==> config.mk <==
export PLATFORM = sky130hd
export DESIGN_NAME = ifu_fetch
export DESIGN_NICKNAME = d
export VERILOG_FILES = /design/src/rtl/ifu_fetch.sv
export SDC_FILE = /design/constraint.sdc
export NUM_CORES = 1
export LEC_CHECK = 0
export CAP_MARGIN = 20
export CELL_PAD_IN_SITES_DETAIL_PLACEMENT = 0
export CELL_PAD_IN_SITES_GLOBAL_PLACEMENT = 1
export CORE_MARGIN = 5
export CORE_UTILIZATION = 35
export DETAILED_ROUTE_END_ITERATION = 8
export PLACE_DENSITY_LB_ADDON = 0.1
export SETUP_SLACK_MARGIN = 0.3
export SLEW_MARGIN = 20
export SYNTH_ARGS = -nofsm -noshare
export SYNTH_HDL_FRONTEND = slang
export SYNTH_SLANG_ARGS = --single-unit
==> constraint.sdc <==
create_clock -name clk -period 12.6 [get_ports clk]
set_clock_uncertainty 0.05 [all_clocks]
set_input_delay 1.89 -clock clk [delete_from_list [all_inputs] [get_ports clk]]
set_output_delay 1.89 -clock clk [all_outputs]
set_load 0.03 [all_outputs]
==> src/rtl/ifu_fetch.sv <==
// Fetch stage: credit-limited sequential imem requests, in-order PC tag queue and a small
// instruction FIFO toward the core; redirects flush the FIFO and drop wrong-path responses.
module ifu_fetch #(
  parameter logic [63:0] RESET_PC = 64'h0000000080000000,
  parameter int          DEPTH    = 2
) (
  input  logic        clk,
  input  logic        rst,
  input  logic        redirect_valid,
  input  logic [63:0] redirect_pc,
  output logic        imem_req_valid,
  input  logic        imem_req_ready,
  output logic [63:0] imem_req_addr,
  input  logic        imem_resp_valid,
  input  logic [63:0] imem_resp_data,
  output logic        inst_valid,
  input  logic        inst_ready,
  output logic [31:0] inst,
  output logic [63:0] inst_pc
);

  localparam int PW = $clog2(DEPTH);
  localparam int CW = PW + 1;
  localparam int OW = CW + 1;

  // fetch_pc is the PC of the next request to raise; it advances when a request is raised,
  // so a still-pending wrong-path request cannot disturb a redirect target.
  logic [63:0]   fetch_pc;
  logic [63:0]   req_pc;
  logic [CW-1:0] inflight;
  logic [CW-1:0] drop;
  logic [CW-1:0] fifo_count;
  logic [CW-1:0] inflight_next;
  logic [PW-1:0] tag_wr;
  logic [PW-1:0] tag_rd;
  logic [PW-1:0] fifo_wr;
  logic [PW-1:0] fifo_rd;
  logic [63:0]   tag_mem  [DEPTH];
  logic [31:0]   inst_mem [DEPTH];
  logic [63:0]   pc_mem   [DEPTH];
  logic [OW-1:0] occupancy;
  logic          req_hs;
  logic          raise;
  logic          push;
  logic          pop;
  logic [63:0]   resp_pc;
  logic [31:0]   resp_inst;

  always_comb begin
    inst_valid    = (fifo_count != '0);
    inst          = inst_valid ? inst_mem[fifo_rd] : '0;
    inst_pc       = inst_valid ? pc_mem[fifo_rd] : '0;
    req_hs        = imem_req_valid & imem_req_ready;
    occupancy     = OW'(inflight) + OW'(fifo_count);
    raise         = (occupancy < OW'(DEPTH)) & ~redirect_valid & (~imem_req_valid | req_hs);
    // a raised-but-unaccepted request already counts as in flight
    inflight_next = inflight + CW'(raise) - CW'(imem_resp_valid);
    resp_pc       = tag_mem[tag_rd];
    resp_inst     = resp_pc[2] ? imem_resp_data[63:32] : imem_resp_data[31:0];
    push          = imem_resp_valid & (drop == '0) & ~redirect_valid;
    pop           = inst_valid & inst_ready & ~redirect_valid;
  end

  always_ff @(posedge clk or posedge rst) begin
    if (rst) begin
      fetch_pc       <= RESET_PC;
      req_pc         <= '0;
      imem_req_valid <= 1'b0;
      imem_req_addr  <= '0;
      inflight       <= '0;
      drop           <= '0;
      tag_wr         <= '0;
      tag_rd         <= '0;
      fifo_wr        <= '0;
      fifo_rd        <= '0;
      fifo_count     <= '0;
    end else begin
      if (redirect_valid) begin
        fetch_pc <= redirect_pc & ~64'h3;
      end else if (raise) begin
        fetch_pc <= fetch_pc + 64'd4;
      end

      if (raise) begin
        imem_req_valid <= 1'b1;
        imem_req_addr  <= fetch_pc & ~64'h7;
        req_pc         <= fetch_pc;
      end else if (req_hs) begin
        imem_req_valid <= 1'b0;
      end

      inflight <= inflight_next;
      if (req_hs)          tag_wr <= tag_wr + 1'b1;
      if (imem_resp_valid) tag_rd <= tag_rd + 1'b1;

      if (redirect_valid) begin
        drop <= inflight_next;
      end else if (imem_resp_valid && drop != '0) begin
        drop <= drop - 1'b1;
      end

      if (redirect_valid) begin
        fifo_wr    <= '0;
        fifo_rd    <= '0;
        fifo_count <= '0;
      end else begin
        if (push) fifo_wr <= fifo_wr + 1'b1;
        if (pop)  fifo_rd <= fifo_rd + 1'b1;
        fifo_count <= fifo_count + CW'(push) - CW'(pop);
      end
    end
  end

  always_ff @(posedge clk) begin
    if (req_hs) tag_mem[tag_wr] <= req_pc;
    if (push) begin
      inst_mem[fifo_wr] <= resp_inst;
      pc_mem[fifo_wr]   <= resp_pc;
    end
  end

endmodule
==> results.md, run 1 <==
* Ys flop type: edfxtp_1
* Post-DP Area at around 22000 um2
* GRT Overall Usage at between 10% and 20%
* Largest net degree at the start of global routing at about 70
* YS warnings at 0
* Nets at about 1800
* CP required at between 10000 and 15000 ps
* Final Non-Filler Cells at 2435
* Chip height at approximately 240 um
* Number of synthesized flops with an enable pin at between 300 and 400
* Starting DRC count in detailed routing at 776
* Ratio of cells with drive above 1 in the final layout at about an eighth
* Final core occ at between 40 and 50%
* First-pass GRT wire length at about 77000 um
* Cells after Synth at 1476
* CTS tree: yes
* Seq pwr share at 41.7%
* Unrepaired setup endpoints after global routing: false
* Pwr Density at approximately 230 nW/um2
* Minimum clock period at 5460 ps
* Total gr overflow at 0
* Clock transition at path regs at about 60 ps
* Post-CTS setup buffer count at 0
* RD Place Congestion at 0.753
* Num Clock Sinks at 447
* Hold Crit Class: flop to flop
* Crit path launch type: flop
* Sw Ratio at 34.4%
* Slew Viols, Final at 0
* Setup Viol. Count Final at 0
* Initial antenna violation count at 4
* Max cap viols at 0
* Crit-path max FO at 65
* Clk pwr share at between 20% and 30%
* Max Fclk at around 180 MHz
* Die X at ~240 um
* Multi-input gate area at roughly 5600 um2
* CTS resizes at 0
* Placed Cells incl. Taps at ~2300
* Worst hold path depth at 0
* Area growth, synth to finish at 25.5%
* Pre-antenna DRT Iters at 5
* Clk root buf: clkbuf_16
* Syn_area_per_cell at 12.9 um2
* I/O Buffers at ~290
* Core area at 53900 um2
* Via density at between 4 and 5
* WP data arrival at 3520 ps
* Yosys reg bits at around 450
* Mapped cell area at ~19000 um2
* FF/Latch Area at 12800 um2
* Setup CP Type: flop to output port
* DP HPWL at 32500 um
* Post-Route WL at 50200 um
* Io pins at ~300
* Setup_tns at 0 ps
* Layout fillers at between 4000 and 5000
* Leak at around 8.6 nW
* R2R setup slack at 8440 ps
* Share of the synthesized area in the top cell type at approximately half
* Final hold violation count at 0
* Clock latency on the worst-skew pair at slightly below 600 ps
* Gate power share at between 30% and 40%
* Crit path capture type: output port
* Final cycle utilization of the critical path at 43.3%
* # rows at 85
* P_int at 3.56 mW
* Worst Tran Pin Value at 1040 ps
* DRC Markers at 0
* NetSw at between 1.5 and 2 mW
* Synth area leaders: edfxtp_1, dfrtp_1, mux2_2, nand2_1, mux2i_1
* Number of global-route vias before repair at about 12000
* Vias at about 12000
* Worst slew margin at a little under a third
* WHS at 445 ps
* Netlist cell types at 62
* Synth area leader: edfxtp_1
* Post-synthesis sequential area ratio at between 60% and 70%
* Longest Clk Path Bufs at 3
* Peak VDD IR at between 90 and 100 uV
* Post-route ant nets at 0
* Total CTS buffers at 49
* Die area at 59300 um2
* WL/cell at 20.6 um
* # hold bufs at CTS at 0
* R2R cell count at 9
* H-tree levels at 2
* Starting Density at a little over a third
* Status: finished, final reports clean
* Ys async rst share at a little under a third
* Design area at 23900 um2
## cell usage after synthesis, types with 2 or more instances
library cell	count
a21o_1	3
nor3b_1	2
o21ai_1	2
ha_1	6
a221o_1	10
a32oi_1	2
a41oi_1	6
nor4_1	6
inv_1	14
o211ai_1	15
clkbuf_2	2
or3_1	7
a21oi_1	13
buf_1	14
nand4_1	19
nand2b_1	5
xnor2_1	7
and2_1	4
a31oi_1	8
mux2i_1	97
nand2_1	270
mux2_2	93
buf_2	2
a22oi_1	7
nor2b_1	11
edfxtp_1	312
nand3b_1	4
or4_1	3
clkbuf_1	55
o21ai_0	49
nand3_1	21
nor2_1	127
dfrtp_1	134
and4_1	6
buf_4	66
or2_2	2
xor2_1	4
o311ai_0	12
o311ai_1	8
nor3_1	12
and3_1	15
## cells in the final DEF (no fill, tap or decap), types with 8 or more instances in the layout
| cell type | Yosys | layout |
|---|---|---|
| edfxtp_1 | 312 | 312 |
| clkdlybuf4s50_1 | 0 | 287 |
| nand2_1 | 270 | 270 |
| dfrtp_1 | 134 | 132 |
| nor2_1 | 127 | 122 |
| mux2i_1 | 97 | 96 |
| mux2_2 | 93 | 93 |
| clkbuf_16 | 0 | 52 |
| o21ai_0 | 49 | 49 |
| nand3_1 | 21 | 21 |
| nand4_1 | 19 | 19 |
| buf_4 | 66 | 16 |
| o211ai_1 | 15 | 15 |
| and3_1 | 15 | 14 |
| inv_1 | 14 | 13 |
| a21oi_1 | 13 | 13 |
| nor3_1 | 12 | 12 |
| o311ai_0 | 12 | 12 |
| nor2b_1 | 11 | 11 |
| clkbuf_1 | 55 | 11 |
| a221o_1 | 10 | 10 |
| clkinv_1 | 0 | 10 |
| a31oi_1 | 8 | 8 |
| o311ai_1 | 8 | 8 |
## worst paths after layout
kind,from,endpoint
max in group asynchronous,rst,tag_rd$_DFFE_PP0P_
worst min-delay path,req_pc[2]$_DFFE_PP0P_,tag_mem[1][2]$_DFFE_PP_
worst max-delay path,fifo_count[1]$_DFF_PP0_,inst_pc[33]
worst min register to register,req_pc[2]$_DFFE_PP0P_,tag_mem[1][2]$_DFFE_PP_
worst max register to register,fifo_count[0]$_DFF_PP0_,fetch_pc[11]$_DFFE_PP0P_
min in group asynchronous,rst,req_pc[22]$_DFFE_PP0P_
## through the flow
step                power [mW]  setup slack [ps]
detailed placement        4.01              7250
global placement          3.99              7280
CTS                       5.53              6940
global route              5.73              6850
finish                    5.43              7140
floorplan                 3.40              5480
## sequential cells by signal (all words and copies together), names as in the netlist
| signal | cells |
|---|---|
| tag_mem | 124 |
| fifo_rd | 1 |
| inflight | 2 |
| inst_mem | 64 |
| pc_mem | 124 |
| fetch_pc | 62 |
| drop | 2 |
| fifo_wr | 1 |
| imem_req_valid | 1 |
| tag_wr | 1 |
| fifo_count | 2 |
| req_pc | 62 |
| tag_rd | 1 |
## layer usage
layer / track usage (%) / vias to the layer above / share of wire (%)
li1: - / 5729 / -
met1: 23.0 / 5974 / 46
met2: 27.0 / 263 / 48
met3: 3.23 / 60 / 4.2
met4: 4.01 / 2 / 1.8
met5: 0 / - / 0.026
## critical path, stage by stage (launching register included)
cell and delay (ps):
dfrtp_1 440, nor2_4 790, buf_4 770, nor2_1 170
clkdlybuf4s50_1 690
## cell families after synthesis
logic type               Yosys count  synth area share, %
XOR/XNOR                          11                0.505
multiplexers                     190                 10.6
AO/OA/AOI/OAI                    140                 4.98
buffers and inverters            154                 4.36
other                              1               0.0197
flip-flops                       447                 66.8
AND/OR/NAND/NOR                  526                 12.2
adder cells (fa/ha/maj)            7                0.499
## cell type report
| type | count | share of cell area (%) |
|---|---|---|
| Sequential cell | 447 | 53.3 |
| Inverter | 15 | 0.266 |
| Tap cell | 696 | 3.64 |
| Clock inverter | 28 | 1.33 |
| Antenna cell | 2 | 0.0209 |
| Multi-Input combinational cell | 879 | 23.2 |
| Timing Repair Buffer | 304 | 12.6 |
| Clock buffer | 64 | 5.66 |
## power by group through the flow
stage               logic (mW)  registers (mW)  clock network, mW
floorplan                 1.22            2.18                  0
global placement          1.69            2.29                  0
detailed placement        1.71            2.30                  0
CTS                       1.71            2.28               1.53
global route              1.82            2.31               1.59
finish                    1.68            2.27               1.49
(Power assumes the default switching activity.)
==> run 2: changes to the inputs <==
- clock period: 12.6 -> 4.5 ns (I/O delays scaled with it)
==> run 2 against run 1 <==
Hold slack worse by 12 ps. Die area unchanged. Combinational power rose to 2.8 times the previous value. First-iteration DRC count down 11%. Global-route usage up 0.14 points. Register-to-register slack worse by 7400 ps. Critical path depth unchanged. Sequential power rose to 2.8 times the previous value. Sequential share of layout area about the same. Design area about the same. Largest power group unchanged.
==> results.md, run 2 (synthesis gave the netlist of run 1 again) <==
* Status: finished, final reports clean
* WL/cell at 20.8 um
* I/O Buffers at about 290
* ANT cells at 0
* # rows at 85
* Layout fillers at about 5000
* Vias at approximately 12000
* Setup CP Type: flop to output port
* Pre-antenna DRT Iters at 5
* Hold Crit Class: flop to flop
* WP data arrival at 2800 ps
* DRC Markers at 0
* H-tree levels at 2
* Nets at between 1500 and 2000
* DP HPWL at 32900 um
* NetSw at just over 5 mW
* Crit path capture type: output port
* Die X at 243 um
* Design area at around 24000 um2
* Gate power share at 31.4%
* Total Power at 15.0 mW
* Commonest non-fill, non-tap cell in the layout: edfxtp_1
* Worst slew margin at approximately 29%
* First-pass GRT wire length at just under 80000 um
* Die area at between 50000 and 60000 um2
* Num Clock Sinks at ~450
* HP Start: req_pc[2]$_DFFE_PP0P_
* Final core occ at 44.4%
* Final hold violation count at 0
* Final cycle utilization of the critical path at approximately four fifths
* Unrepaired setup endpoints after global routing: false
* Setup_tns at 0 ps
* Total CTS buffers at 50
* Sw Ratio at 34.6%
* Seq pwr share at 42.4%
* Max Fclk at around 280 MHz
* RD Place Congestion at between 0.7 and 0.8
* Post-route ant nets at 0
* Core area at around 54000 um2
* Setup Viol. Count Final at 0
* Slew Viols, Final at 0
* Via density at between 4 and 5
* Clk pwr share at 26.2%
* Largest net degree at the start of global routing at between 100 and 150
* Crit. Startpoint: fifo_rd$_DFFE_PP0P_
* CP required at 3770 ps
* Longest Clk Path Bufs at 3
* Post-Route WL at around 50000 um
* Max cap viols at 0
* Pwr Density at between 600 and 700 nW/um2
* R2R setup slack at a little over 1000 ps
* Io pins at slightly below 300
* # hold bufs at CTS at 0
* Clock transition at path regs at roughly 60 ps
* Total gr overflow at 0
* Area growth, synth to finish at 25.6%
* CTS resizes at 0
* Number of global-route vias before repair at 12400
* Crit-path max FO at 24
* Post-CTS setup buffer count at 0
* Most frequent cells in the layout: edfxtp_1, clkdlybuf4s50_1, nand2_1, dfrtp_1, nor2_1
* Clock latency on the worst-skew pair at roughly 580 ps
* Leak at 8.63 nW
* P_int at around 9.8 mW
* Crit path launch type: flop
* CTS tree: yes
* Ratio of cells with drive above 1 in the final layout at ~12%
* Initial antenna violation count at 2
* Worst Tran Pin Value at between 1000 and 1500 ps
* Starting DRC count in detailed routing at about 700
* Chip height at between 200 and 250 um
* Starting Density at 35.4%
* Post-DP Area at around 22000 um2
* Minimum clock period at between 3000 and 4000 ps
* GRT Overall Usage at roughly 17%
* Peak VDD IR at around 320 uV
* Clk root buf: clkbuf_16
* Biggest regs: pc_mem (124), tag_mem (124), inst_mem (64)
* Reg-to-reg critical path startpoint: fifo_count[0]$_DFF_PP0_
==> run 2: cell count changes in the layout (fill, tap and decap cells not counted), moves of 2 or more <==
cell        before  now
clkinv_2         5    9
buf_12           1    6
clkbuf_8         1    8
diode_2          2    0
clkinv_1        10    7
bufinv_16        7    2
clkinvlp_4       5    3
==> run 2: worst max-delay path: stages, from the launching register on <==
cell and delay [ps]:
dfrtp_4 740, buf_4 500, mux2i_1 130, nor2_1 140, clkdlybuf4s50_1 690
==> run 2: metal layers <==
layer | part of all wire (%) | track usage, %
met3 | 6.0 | 4.09
met4 | 2.4 | 4.32
met5 | 0.053 | 0
met2 | 48 | 27.3
met1 | 44 | 22.5
==> run 2: final cells by class <==
| class | count | area [um2] | area share [%] |
|---|---|---|---|
| Clock buffer | 71 | 1430 | 5.98 |
| Clock inverter | 21 | 155 | 0.648 |
| Inverter | 15 | 62.6 | 0.261 |
| Multi-Input combinational cell | 879 | 5560 | 23.2 |
| Sequential cell | 447 | 12800 | 53.3 |
| Tap cell | 696 | 871 | 3.64 |
| Timing Repair Buffer | 310 | 3120 | 13.0 |
==> run 2: through the flow <==
step	setup slack (ps)	cells	hold WS [ps]
finish	976	2439	433
global route	722	2439	456
CTS	846	2439	439
detailed placement	952	2347	420
global placement	1040	2347	407
floorplan	171	1480	392
==> run 2: power groups by stage <==
stage                     clock network [mW]  registers (mW)  logic, mW
after floorplan                            0            6.09       3.42
after global placement                     0            6.43       4.77
after detailed placement                   0            6.47       4.82
after CTS                               4.07            6.39       4.83
after global routing                    4.24            6.50       5.15
final                                   3.92            6.35       4.71
==> run 2: final timing paths <==
kind,cells after the start,to
max,4,inst_pc[44]
min,0,tag_mem[0][2]$_DFFE_PP_
max reg2reg,8,fetch_pc[38]$_DFFE_PP0P_
min reg2reg,0,tag_mem[0][2]$_DFFE_PP_
max in group asynchronous,3,tag_rd$_DFFE_PP0P_
min in group asynchronous,3,req_pc[22]$_DFFE_PP0P_
